`src/rtl/vga_pkg.sv`:
```
// Shared types, constants and clock-configuration table for the VGA clock
// reconfiguration controller and its AXI4-Lite write engine.
package vga_pkg;

  localparam int unsigned     VGA_RES_NUM      = 2;
  localparam logic [1:0]      AXI_RESP_OKAY    = 2'b00;
  localparam logic [31:0]     VGA_CLK_CMD_LOAD = 32'h0000_0003;

  typedef enum logic [3:0] {
    ST_IDLE        = 4'd0,
    ST_PRE_LOCK    = 4'd1,
    ST_WR_CFG0     = 4'd2,
    ST_WR_CLKOUT   = 4'd3,
    ST_WR_CMD      = 4'd4,
    ST_WAIT_UNLOCK = 4'd5,
    ST_WAIT_LOCK   = 4'd6,
    ST_DONE        = 4'd7,
    ST_ERR         = 4'd8
  } ctrl_state_e;

  typedef struct packed {
    logic [7:0]      divclk;
    logic [7:0]      mult_int;
    logic [9:0]      mult_frac;
    logic [6:0][7:0] clkout_int;
    logic [6:0][9:0] clkout_frac;
  } vga_clk_cfg_s;

  // 800x600 @ 40 MHz and 1280x1024 @ 108 MHz from a 100 MHz reference (VCO 1000 / 1080 MHz)
  localparam vga_clk_cfg_s VGA_CLK_CFG [VGA_RES_NUM] = '{
    '{divclk: 8'd1, mult_int: 8'd10, mult_frac: 10'd0,
      clkout_int: {8'd25, 8'd25, 8'd25, 8'd25, 8'd100, 8'd50, 8'd25}, clkout_frac: 70'd0},
    '{divclk: 8'd1, mult_int: 8'd10, mult_frac: 10'd800,
      clkout_int: {8'd10, 8'd10, 8'd10, 8'd10, 8'd40, 8'd20, 8'd10}, clkout_frac: 70'd0}
  };

  function automatic logic [31:0] cfg0_word(input vga_clk_cfg_s cfg);
    return {6'd0, cfg.mult_frac, cfg.mult_int, cfg.divclk};
  endfunction

  function automatic logic [31:0] clkout_word(input vga_clk_cfg_s cfg, input logic [2:0] k);
    return {14'd0, cfg.clkout_frac[k], cfg.clkout_int[k]};
  endfunction

endpackage

```
`src/rtl/axil_single_write.sv`:
```
// One AXI4-Lite write per start pulse; AW and W handshake independently,
// done_o pulses for one cycle after the B handshake with the captured response.
module axil_single_write #(
  parameter int unsigned ADDR_W = 11
) (
  input  logic              clk_100m_i,
  input  logic              arstn_i,
  input  logic              start_i,
  input  logic [ADDR_W-1:0] addr_i,
  input  logic [31:0]       data_i,
  output logic              done_o,
  output logic [1:0]        resp_o,
  output logic [ADDR_W-1:0] m_awaddr_o,
  output logic              m_awvalid_o,
  input  logic              m_awready_i,
  output logic [31:0]       m_wdata_o,
  output logic [3:0]        m_wstrb_o,
  output logic              m_wvalid_o,
  input  logic              m_wready_i,
  input  logic [1:0]        m_bresp_i,
  input  logic              m_bvalid_i,
  output logic              m_bready_o
);

  assign m_wstrb_o = 4'hF;

  // Channel valids, held address/data and response capture
  always_ff @(posedge clk_100m_i or negedge arstn_i) begin
    if (!arstn_i) begin
      m_awaddr_o  <= '0;
      m_wdata_o   <= 32'd0;
      m_awvalid_o <= 1'b0;
      m_wvalid_o  <= 1'b0;
      m_bready_o  <= 1'b0;
      done_o      <= 1'b0;
      resp_o      <= 2'b00;
    end else begin
      done_o <= 1'b0;
      if (start_i) begin
        m_awaddr_o  <= addr_i;
        m_wdata_o   <= data_i;
        m_awvalid_o <= 1'b1;
        m_wvalid_o  <= 1'b1;
        m_bready_o  <= 1'b1;
      end else begin
        if (m_awvalid_o && m_awready_i) m_awvalid_o <= 1'b0;
        if (m_wvalid_o && m_wready_i)   m_wvalid_o  <= 1'b0;
        if (m_bready_o && m_bvalid_i) begin
          m_bready_o <= 1'b0;
          done_o     <= 1'b1;
          resp_o     <= m_bresp_i;
        end
      end
    end
  end

endmodule

```
`src/rtl/vga_clk_reconf_ctrl.sv`:
```
// Sequences the clocking-wizard DRP register writes for a requested VGA mode,
// then waits for the MMCM to drop and regain lock before reporting done.
module vga_clk_reconf_ctrl
  import vga_pkg::*;
#(
  parameter int unsigned       NUM_RES       = 2,
  parameter int unsigned       NUM_CLKOUT    = 1,
  parameter int unsigned       ADDR_W        = 11,
  parameter logic [ADDR_W-1:0] CFG0_ADDR     = 11'h200,
  parameter logic [ADDR_W-1:0] CLKOUT0_ADDR  = 11'h208,
  parameter logic [ADDR_W-1:0] CLKOUT_STRIDE = 11'h00C,
  parameter logic [ADDR_W-1:0] CMD_ADDR      = 11'h25C,
  parameter int unsigned       LOCK_TIMEOUT  = 100000,
  localparam int unsigned      RES_W         = (NUM_RES > 1) ? $clog2(NUM_RES) : 1
) (
  input  logic              clk_100m_i,
  input  logic              arstn_i,
  input  logic [RES_W-1:0]  resolution_i,
  input  logic              req_i,
  output logic              busy_o,
  output logic              done_o,
  output logic              err_o,
  input  logic              locked_i,
  output logic [ADDR_W-1:0] m_awaddr_o,
  output logic              m_awvalid_o,
  input  logic              m_awready_i,
  output logic [31:0]       m_wdata_o,
  output logic [3:0]        m_wstrb_o,
  output logic              m_wvalid_o,
  input  logic              m_wready_i,
  input  logic [1:0]        m_bresp_i,
  input  logic              m_bvalid_i,
  output logic              m_bready_o
);

  localparam int unsigned CNT_W = $clog2(LOCK_TIMEOUT + 1);

  ctrl_state_e       state_r, state_next_s;
  vga_clk_cfg_s      cfg_r;
  logic [2:0]        k_r;
  logic              wr_pend_r, wr_start_s, wr_done_s, wr_fail_s, tmo_s;
  logic [1:0]        wr_resp_s;
  logic [ADDR_W-1:0] wr_addr_s;
  logic [31:0]       wr_data_s;
  logic [CNT_W-1:0]  tmo_cnt_r;
  logic              locked_meta_r, locked_sync_r;
  logic              busy_r, done_r, err_r;

  assign busy_o = busy_r;
  assign done_o = done_r;
  assign err_o  = err_r;

  // Two-flop synchroniser for the asynchronous MMCM lock indication
  always_ff @(posedge clk_100m_i or negedge arstn_i) begin
    if (!arstn_i) begin
      locked_meta_r <= 1'b0;
      locked_sync_r <= 1'b0;
    end else begin
      locked_meta_r <= locked_i;
      locked_sync_r <= locked_meta_r;
    end
  end

  // Next state and write-engine command; each write state issues once, then waits for B
  always_comb begin
    state_next_s = state_r;
    wr_start_s   = 1'b0;
    wr_addr_s    = '0;
    wr_data_s    = 32'd0;
    tmo_s        = (tmo_cnt_r == CNT_W'(LOCK_TIMEOUT - 1));
    wr_fail_s    = wr_done_s && (wr_resp_s != AXI_RESP_OKAY);
    case (state_r)
      ST_IDLE: begin
        if (req_i) state_next_s = ST_PRE_LOCK;
        else       state_next_s = ST_IDLE;
      end
      ST_PRE_LOCK: begin
        if (locked_sync_r) state_next_s = ST_WR_CFG0;
        else if (tmo_s)    state_next_s = ST_ERR;
        else               state_next_s = ST_PRE_LOCK;
      end
      ST_WR_CFG0: begin
        wr_addr_s  = CFG0_ADDR;
        wr_data_s  = cfg0_word(cfg_r);
        wr_start_s = !wr_pend_r;
        if (wr_fail_s)      state_next_s = ST_ERR;
        else if (wr_done_s) state_next_s = ST_WR_CLKOUT;
        else                state_next_s = ST_WR_CFG0;
      end
      ST_WR_CLKOUT: begin
        wr_addr_s  = CLKOUT0_ADDR + ADDR_W'(k_r) * CLKOUT_STRIDE;
        wr_data_s  = clkout_word(cfg_r, k_r);
        wr_start_s = !wr_pend_r;
        if (wr_fail_s)                                   state_next_s = ST_ERR;
        else if (wr_done_s && (k_r == 3'(NUM_CLKOUT - 1))) state_next_s = ST_WR_CMD;
        else                                             state_next_s = ST_WR_CLKOUT;
      end
      ST_WR_CMD: begin
        wr_addr_s  = CMD_ADDR;
        wr_data_s  = VGA_CLK_CMD_LOAD;
        wr_start_s = !wr_pend_r;
        if (wr_fail_s)      state_next_s = ST_ERR;
        else if (wr_done_s) state_next_s = ST_WAIT_UNLOCK;
        else                state_next_s = ST_WR_CMD;
      end
      ST_WAIT_UNLOCK: begin
        // A reconfig to the same frequency may never drop lock; that is not a failure
        if (!locked_sync_r || tmo_s) state_next_s = ST_WAIT_LOCK;
        else                         state_next_s = ST_WAIT_UNLOCK;
      end
      ST_WAIT_LOCK: begin
        if (locked_sync_r) state_next_s = ST_DONE;
        else if (tmo_s)    state_next_s = ST_ERR;
        else               state_next_s = ST_WAIT_LOCK;
      end
      ST_DONE: state_next_s = ST_IDLE;
      ST_ERR:  state_next_s = ST_IDLE;
      default: state_next_s = ST_IDLE;
    endcase
  end

  // State, status outputs, latched config, clkout index and lock-wait timer
  always_ff @(posedge clk_100m_i or negedge arstn_i) begin
    if (!arstn_i) begin
      state_r   <= ST_IDLE;
      busy_r    <= 1'b0;
      done_r    <= 1'b0;
      err_r     <= 1'b0;
      cfg_r     <= '0;
      k_r       <= 3'd0;
      wr_pend_r <= 1'b0;
      tmo_cnt_r <= '0;
    end else begin
      state_r <= state_next_s;
      busy_r  <= (state_next_s != ST_IDLE);
      done_r  <= (state_next_s == ST_DONE);
      if ((state_r == ST_IDLE) && req_i) begin
        err_r <= 1'b0;
        cfg_r <= VGA_CLK_CFG[resolution_i];
      end else if (state_next_s == ST_ERR) begin
        err_r <= 1'b1;
      end
      if (wr_start_s)     wr_pend_r <= 1'b1;
      else if (wr_done_s) wr_pend_r <= 1'b0;
      if (state_r != ST_WR_CLKOUT) k_r <= 3'd0;
      else if (wr_done_s)          k_r <= k_r + 3'd1;
      if (state_next_s != state_r) tmo_cnt_r <= '0;
      else if ((state_r == ST_PRE_LOCK) || (state_r == ST_WAIT_UNLOCK) ||
               (state_r == ST_WAIT_LOCK)) tmo_cnt_r <= tmo_cnt_r + CNT_W'(1);
    end
  end

  axil_single_write #(.ADDR_W(ADDR_W)) u_wr (
    .clk_100m_i  (clk_100m_i),
    .arstn_i     (arstn_i),
    .start_i     (wr_start_s),
    .addr_i      (wr_addr_s),
    .data_i      (wr_data_s),
    .done_o      (wr_done_s),
    .resp_o      (wr_resp_s),
    .m_awaddr_o  (m_awaddr_o),
    .m_awvalid_o (m_awvalid_o),
    .m_awready_i (m_awready_i),
    .m_wdata_o   (m_wdata_o),
    .m_wstrb_o   (m_wstrb_o),
    .m_wvalid_o  (m_wvalid_o),
    .m_wready_i  (m_wready_i),
    .m_bresp_i   (m_bresp_i),
    .m_bvalid_i  (m_bvalid_i),
    .m_bready_o  (m_bready_o)
  );

endmodule
```
`config.mk`:
```
export PLATFORM = sky130hd
export DESIGN_NAME = vga_clk_reconf_ctrl
export DESIGN_NICKNAME = d
export VERILOG_FILES = /design/src/rtl/vga_pkg.sv /design/src/rtl/axil_single_write.sv /design/src/rtl/vga_clk_reconf_ctrl.sv
export SDC_FILE = /design/constraint.sdc
export NUM_CORES = 1
export LEC_CHECK = 0
export ABC_AREA = 1
export CORE_MARGIN = 8
export CORE_UTILIZATION = 35
export DETAILED_ROUTE_END_ITERATION = 12
export SLEW_MARGIN = 0
export SYNTH_ARGS = -nofsm -noshare
export SYNTH_HDL_FRONTEND = slang
export SYNTH_HIERARCHICAL = 1
export SYNTH_SLANG_ARGS = --single-unit
export TNS_END_PERCENT = 50
```
`constraint.sdc`:
```
create_clock -name clk_100m_i -period 5.4 [get_ports clk_100m_i]
set_input_delay 1.08 -clock clk_100m_i [delete_from_list [all_inputs] [get_ports clk_100m_i]]
set_output_delay 1.08 -clock clk_100m_i [all_outputs]
set_load 0.05 [all_outputs]
```
-- Yosys cells after proc, flatten, opt, wreduce, memory -nomap -nowiden
Cells that the tools add are included.
- $add $sub $neg: 3
- $mul: 1
- $lt $le $gt $ge: 2
- equality and inequality tests: 11
- multiplexer cells: 39
- bitwise logic cells: 2
- reduce and logical (&&, ||, !) cells: 24
- operator list (kind ; count):
    $mux 152 ; 2
    $mux 136 ; 1
    $pmux 26 s3 ; 1
    $mux 17 ; 2
    $pmux 11 s3 ; 1
    $bmux 10 s3 ; 1
    $mux 4 ; 7
    $pmux 4 s7 ; 1
    $bmux 8 s3 ; 1
    $add 17x1->17 const B ; 1
    $eq 17x17->1 const B ; 1
    $eq 4x3->1 const B ; 4
    $mux 1 ; 16
    $reduce_bool 2->1 ; 8
    $add 10x7->11 const A ; 1
    $mux 10 ; 1
    $mux 3 ; 3
    $eq 4x2->1 const B ; 2
    $mux 8 ; 1
    $logic_and 1x1->1 ; 6
    $mul 3x2->5 const B ; 1
    $eq 4x1->1 const B ; 1
    $eq 4x4->1 const B ; 1
    $logic_not 4->1 ; 1
    14 further kinds ; 17
- bits in registers: 231
- output and inout bits: 53
- logic and storage cells: 115

-- Logic depth before layout (Yosys ltp)
- depth after elaboration: 8
- gate-level depth with buffers: 15
- mapped depth without buffers: 14

-- By module
The synthesis kept the hierarchy.
- by module, submodules not included (module ; times used ; cells an instance ; area an instance (sq um)):
    vga_clk_reconf_ctrl ; 1 ; 291 ; 2170.8
    axil_single_write ; 1 ; 208 ; 1879.3

-- Worst setup path after synthesis
Ideal clock, no wire load.
- path kind: input to register
- start point: in req_i
- end point: reg tmo_cnt_r[12]
- library setup time: 0.069 ns
- arrival: 1.987 ns
- path slack: 3.344 ns
- stages on the path: 8
- path buffers: 1
- cells stage by stage: nand3_1 > nand2_1 > nor2_1 > nand3_2 > a21oi_2 > nand2_2 > buf_6 > nor2_2
- word-level cells in the longest chain between the ends: 4
- elaborated cells between the ends (all ways): 5
- classes of those cells: 1 x eq/ne; 3 x mux; 1 x reduce/logical
- RTL lines (item ; line ; text):
    from (decl) ; vga_clk_reconf_ctrl.sv:19 ; input logic req_i,
    $mux 1 (*) ; vga_clk_reconf_ctrl.sv:74 ; if (req_i) state_next_s = ST_PRE_LOCK;
    $pmux 4 s7 (*) ; vga_clk_reconf_ctrl.sv:72 ; case (state_r)
    net state_next_s[0] ; vga_clk_reconf_ctrl.sv:38 ; ctrl_state_e state_r, state_next_s;
    $ne 4x4->1 (*) ; vga_clk_reconf_ctrl.sv:147 ; if (state_next_s != state_r) tmo_cnt_r <= '0;
    $mux 17 or $reduce_bool 2->1 (tied branches) ; - ;
    to (signal assigned) ; vga_clk_reconf_ctrl.sv:132 ; tmo_cnt_r <= '0;
    to (signal assigned) ; vga_clk_reconf_ctrl.sv:147 ;
    to (decl) ; vga_clk_reconf_ctrl.sv:45 ; logic [CNT_W-1:0] tmo_cnt_r;
Mark *: on every way through the listed nets, which the timed path passes. The rest lies on a longest branch.
A chain may end at the register's enable or synchronous reset.

-- Final worst setup path
- start point: reg u_wr.m_bready_o
- end point: out m_bready_o
- RTL lines (item ; line ; text):
    from (decl) ; axil_single_write.sv:22 ; output logic m_bready_o
    from (signal assigned) ; axil_single_write.sv:34 ; m_bready_o <= 1'b0;
    from (signal assigned) ; axil_single_write.sv:44 ; m_bready_o <= 1'b1;
    from (signal assigned) ; axil_single_write.sv:49 ; m_bready_o <= 1'b0;
    to (decl) ; vga_clk_reconf_ctrl.sv:33 ; output logic m_bready_o
No word-level cell between the ends.

==> reports/qor.log <==
INFO  synth          yosys_reg_bits=82
INFO  synth          ys_warn_count=6
INFO  clock_network  sink_count_of_the_clock_tree=82
INFO  die            die_y=124um
INFO  timing         setup_viol=0
INFO  die            placeableCoreArea=11400squm
INFO  clock_network  clock_latency_of_the_later_clocked_register_in_the_worst_skew_pair=340ps
INFO  drt            drt_first_iter_violations=130
INFO  final_layout   finish.instance_area=5110squm
INFO  final_layout   final_core_util=45.0%
INFO  drt            antenna_left=0
INFO  die            fp-row-count=39
INFO  drt            drc=0
INFO  run            maxCapViolCount=0
INFO  setup_path     cp-end-kind=output pin
INFO  synth          synth.distinct_cells=34
INFO  timing         layout_worst_path_cycle_share=48.9%
INFO  die            die_area=15300squm
INFO  clock_network  cts_tree=done
INFO  final_layout   insertedDiodeCount=0
INFO  timing         layout_setup_ws=2760ps
INFO  synth          synthFlopType=sky130_fd_sc_hd__dfrtp_1
INFO  grt            via_count_of_the_first_global_routing_pass=3176
INFO  synth          ys_async_sr_fraction=100%
INFO  power          peakVddDrop=0.378mV
INFO  grt            grt.overflow.total=0
INFO  setup_path     critical-path-max-stage-delay=820ps
INFO  timing         tightestPinTransition=1020ps
INFO  setup_path     required=4320ps
INFO  clock_network  clock_tree.root_cell=sky130_fd_sc_hd__clkbuf_16
INFO  timing         max_slew_margin=32.0%
INFO  placed_design  dpl_worst_slack=2610ps
INFO  timing         fmaxAchievable=0.379GHz
INFO  synth          synth_enable_flop_cells=0
INFO  power          leakagePower=0.00259uW
INFO  grt            first_pass_grt_wire_length=15400um
INFO  clock_network  cts_made_buffers=9
INFO  clock_network  cts_resized=0
INFO  clock_network  h-tree-depth=3
INFO  placed_design  gp_congestion=0.832
INFO  clock_network  post_cts_setup_inserts=0
INFO  synth          post_synth.cell_area_avg=8.12squm
INFO  setup_path     critical_path_arrival=1560ps
INFO  clock_network  cts_hold_repair.buffers=0
INFO  die            initial_utilization=35.6%
INFO  placed_design  io_buffer_count=58
INFO  clock_network  clk_pin_slew_worst_paths=60ps
INFO  timing         final-max-slew-violation-count=0
INFO  setup_path     cpMaxStageDelayCell=sky130_fd_sc_hd__clkdlybuf4s50_1
INFO  drt            routed_wirelength=8770um
INFO  worst_hold_path timing.hold.worst.class=reg2reg
INFO  drt            drt_pre_antenna_iters=4
INFO  die            floorplan.die.width=124um
INFO  outcome        status=completed
INFO  timing         setup-tns-final=0ps
INFO  die            design.portCount=63
INFO  synth          part_of_the_yosys_area_used_for_sequential_elements=50.7%
INFO  synth          netlist_area=4050squm
INFO  placed_design  placed_cell_area=4790squm
INFO  setup_path     timing.critical_path.cells=clkdlybuf4s50_1
INFO  grt            grt_max_degree=83
INFO  setup_path     family_of_cells_with_the_greatest_summed_delay_on_the_critical_path=buffers and inverters
INFO  setup_path     critical_path_class=reg2out
INFO  synth          synth_cells=499
INFO  drt            drt-wirelength-per-cell=12.1um
INFO  final_layout   finish.net_count=595
INFO  grt            grt_antenna_before_repair=0
INFO  timing         final_critical_path_time_including_i_o_delays_and_setup=2640ps
INFO  power          power-per-cell-area=601nW/um^2
INFO  timing         final.setup_skew=12.3ps
INFO  drt            dr_total_vias=3232
INFO  setup_path     critical_path_peak_fanout=5
INFO  setup_path     crit_buf_inv=1
INFO  timing         timing_hold_violations_final=0
INFO  placed_design  dp_hpwl=6170um
INFO  grt            grt.total_usage=12.7%
INFO  timing         rsz0062_at_grt=no
INFO  final_layout   layout-drive-gt1-share=9.43%
INFO  final_layout   area_growth_syn_to_layout=26.3%
INFO  drt            via_per_instance_ratio=4.45
INFO  clock_network  clockBufferDepth=2
INFO  setup_path     start_kind=flop
==> synthesized netlist by cell type (all sizes together) (2+ instances only) <==
master	n	area share [%]
nand3	26	3.6
nand4	11	1.7
nor3	5	0.62
a21oi	6	0.83
xnor2	5	1.1
nor2	53	6.2
o21ai	15	1.9
ha	6	1.9
dfrtp	82	51
conb	2	0.19
buf	17	3.0
inv	45	4.2
nand2	207	20
xor2	8	1.7
o2111ai	2	0.43
==> cell families (layout without fill, tap and decap cells) <==
| kind of cell | after synthesis | in the layout | share of synthesized area [%] |
|---|---|---|---|
| AOI/OAI and AO/OA | 26 | 26 | 3.86 |
| xor gates and xnor gates | 13 | 13 | 2.81 |
| adders and majority gates | 7 | 7 | 2.35 |
| buffers and inverters | 62 | 120 | 7.20 |
| DFF | 82 | 82 | 50.7 |
| muxes | 1 | 1 | 0.247 |
| other | 2 | 28 | 0.185 |
| and+or+nand+nor | 306 | 306 | 32.7 |
==> metal layers <==
layer	global-route usage [%]	routed length, um	up-vias	part of all wire, %
met5	0	0	-	0
met4	6.55	196	0	2.2
met3	2.72	483	12	5.5
met2	20.4	3970	60	45
met1	15.8	4120	1485	47
li1	-	-	1675	-
==> placed cells by master, fill, tap and decap left out, types with 3 or more instances in the layout <==
master,netlist,final
sky130_fd_sc_hd__a21oi_1,5,5
sky130_fd_sc_hd__nand2_2,6,6
sky130_fd_sc_hd__ha_1,6,6
sky130_fd_sc_hd__nand4_1,11,11
sky130_fd_sc_hd__o21ai_0,14,14
sky130_fd_sc_hd__nor2_1,34,34
sky130_fd_sc_hd__conb_1,2,28
sky130_fd_sc_hd__dfrtp_1,82,82
sky130_fd_sc_hd__inv_1,41,41
sky130_fd_sc_hd__nand3_1,23,23
sky130_fd_sc_hd__clkdlybuf4s50_1,0,57
sky130_fd_sc_hd__nor3_1,5,5
sky130_fd_sc_hd__clkbuf_16,0,9
sky130_fd_sc_hd__xnor2_1,5,5
sky130_fd_sc_hd__nand3_2,3,3
sky130_fd_sc_hd__inv_2,4,4
sky130_fd_sc_hd__nand2_1,200,200
sky130_fd_sc_hd__xor2_1,8,8
sky130_fd_sc_hd__nor2_2,18,18
==> sequential cells by signal (all words and copies together), names as in the netlist, 2 cells and up <==
signal / count
state_r: 4
u_wr/resp_o: 2
cfg_r: 3
u_wr/m_awaddr_o: 11
u_wr/m_wdata_o: 32
tmo_cnt_r: 17
k_r: 3
==> power breakdown <==
group	internal, uW	switching (uW)	total [uW]
clock	408	256	664
combinational	433	1050	1490
sequential	798	125	923
total	1640	1430	3070
==> final timing paths <==
path | from | endpoint | slack [ps] | depth (start not counted)
worst min register to register | locked_meta_r | locked_sync_r | 360 | 0
worst min-delay path | locked_meta_r | locked_sync_r | 360 | 0
max in group asynchronous | arstn_i | tmo_cnt_r[9] | 3830 | 1
worst max-delay path | u_wr/m_bready_o | m_bready_o | 2760 | 1
min in group asynchronous | arstn_i | u_wr/m_wdata_o[27] | 910 | 1
worst max register to register | state_r[0] | u_wr/resp_o[0] | 3110 | 9
==> per-stage QoR <==
stage,hold slack [ps],total power (uW),cells
after floorplan,331,2020,525
after CTS,359,3120,726
final,357,3070,726
after global routing,380,3290,726
after detailed placement,344,2440,710
after global placement,340,2420,710
==> layout make-up <==
type	count	area [sq um]
sequential	82	2050
timing repair buffer	59	586
tap	143	179
fill	1154	6260
clock inverter	7	98.8
multi-input combinational	381	1800
clock buffer	9	225
inverter	45	169
Note: power is estimated with default switching activity, not from simulation.
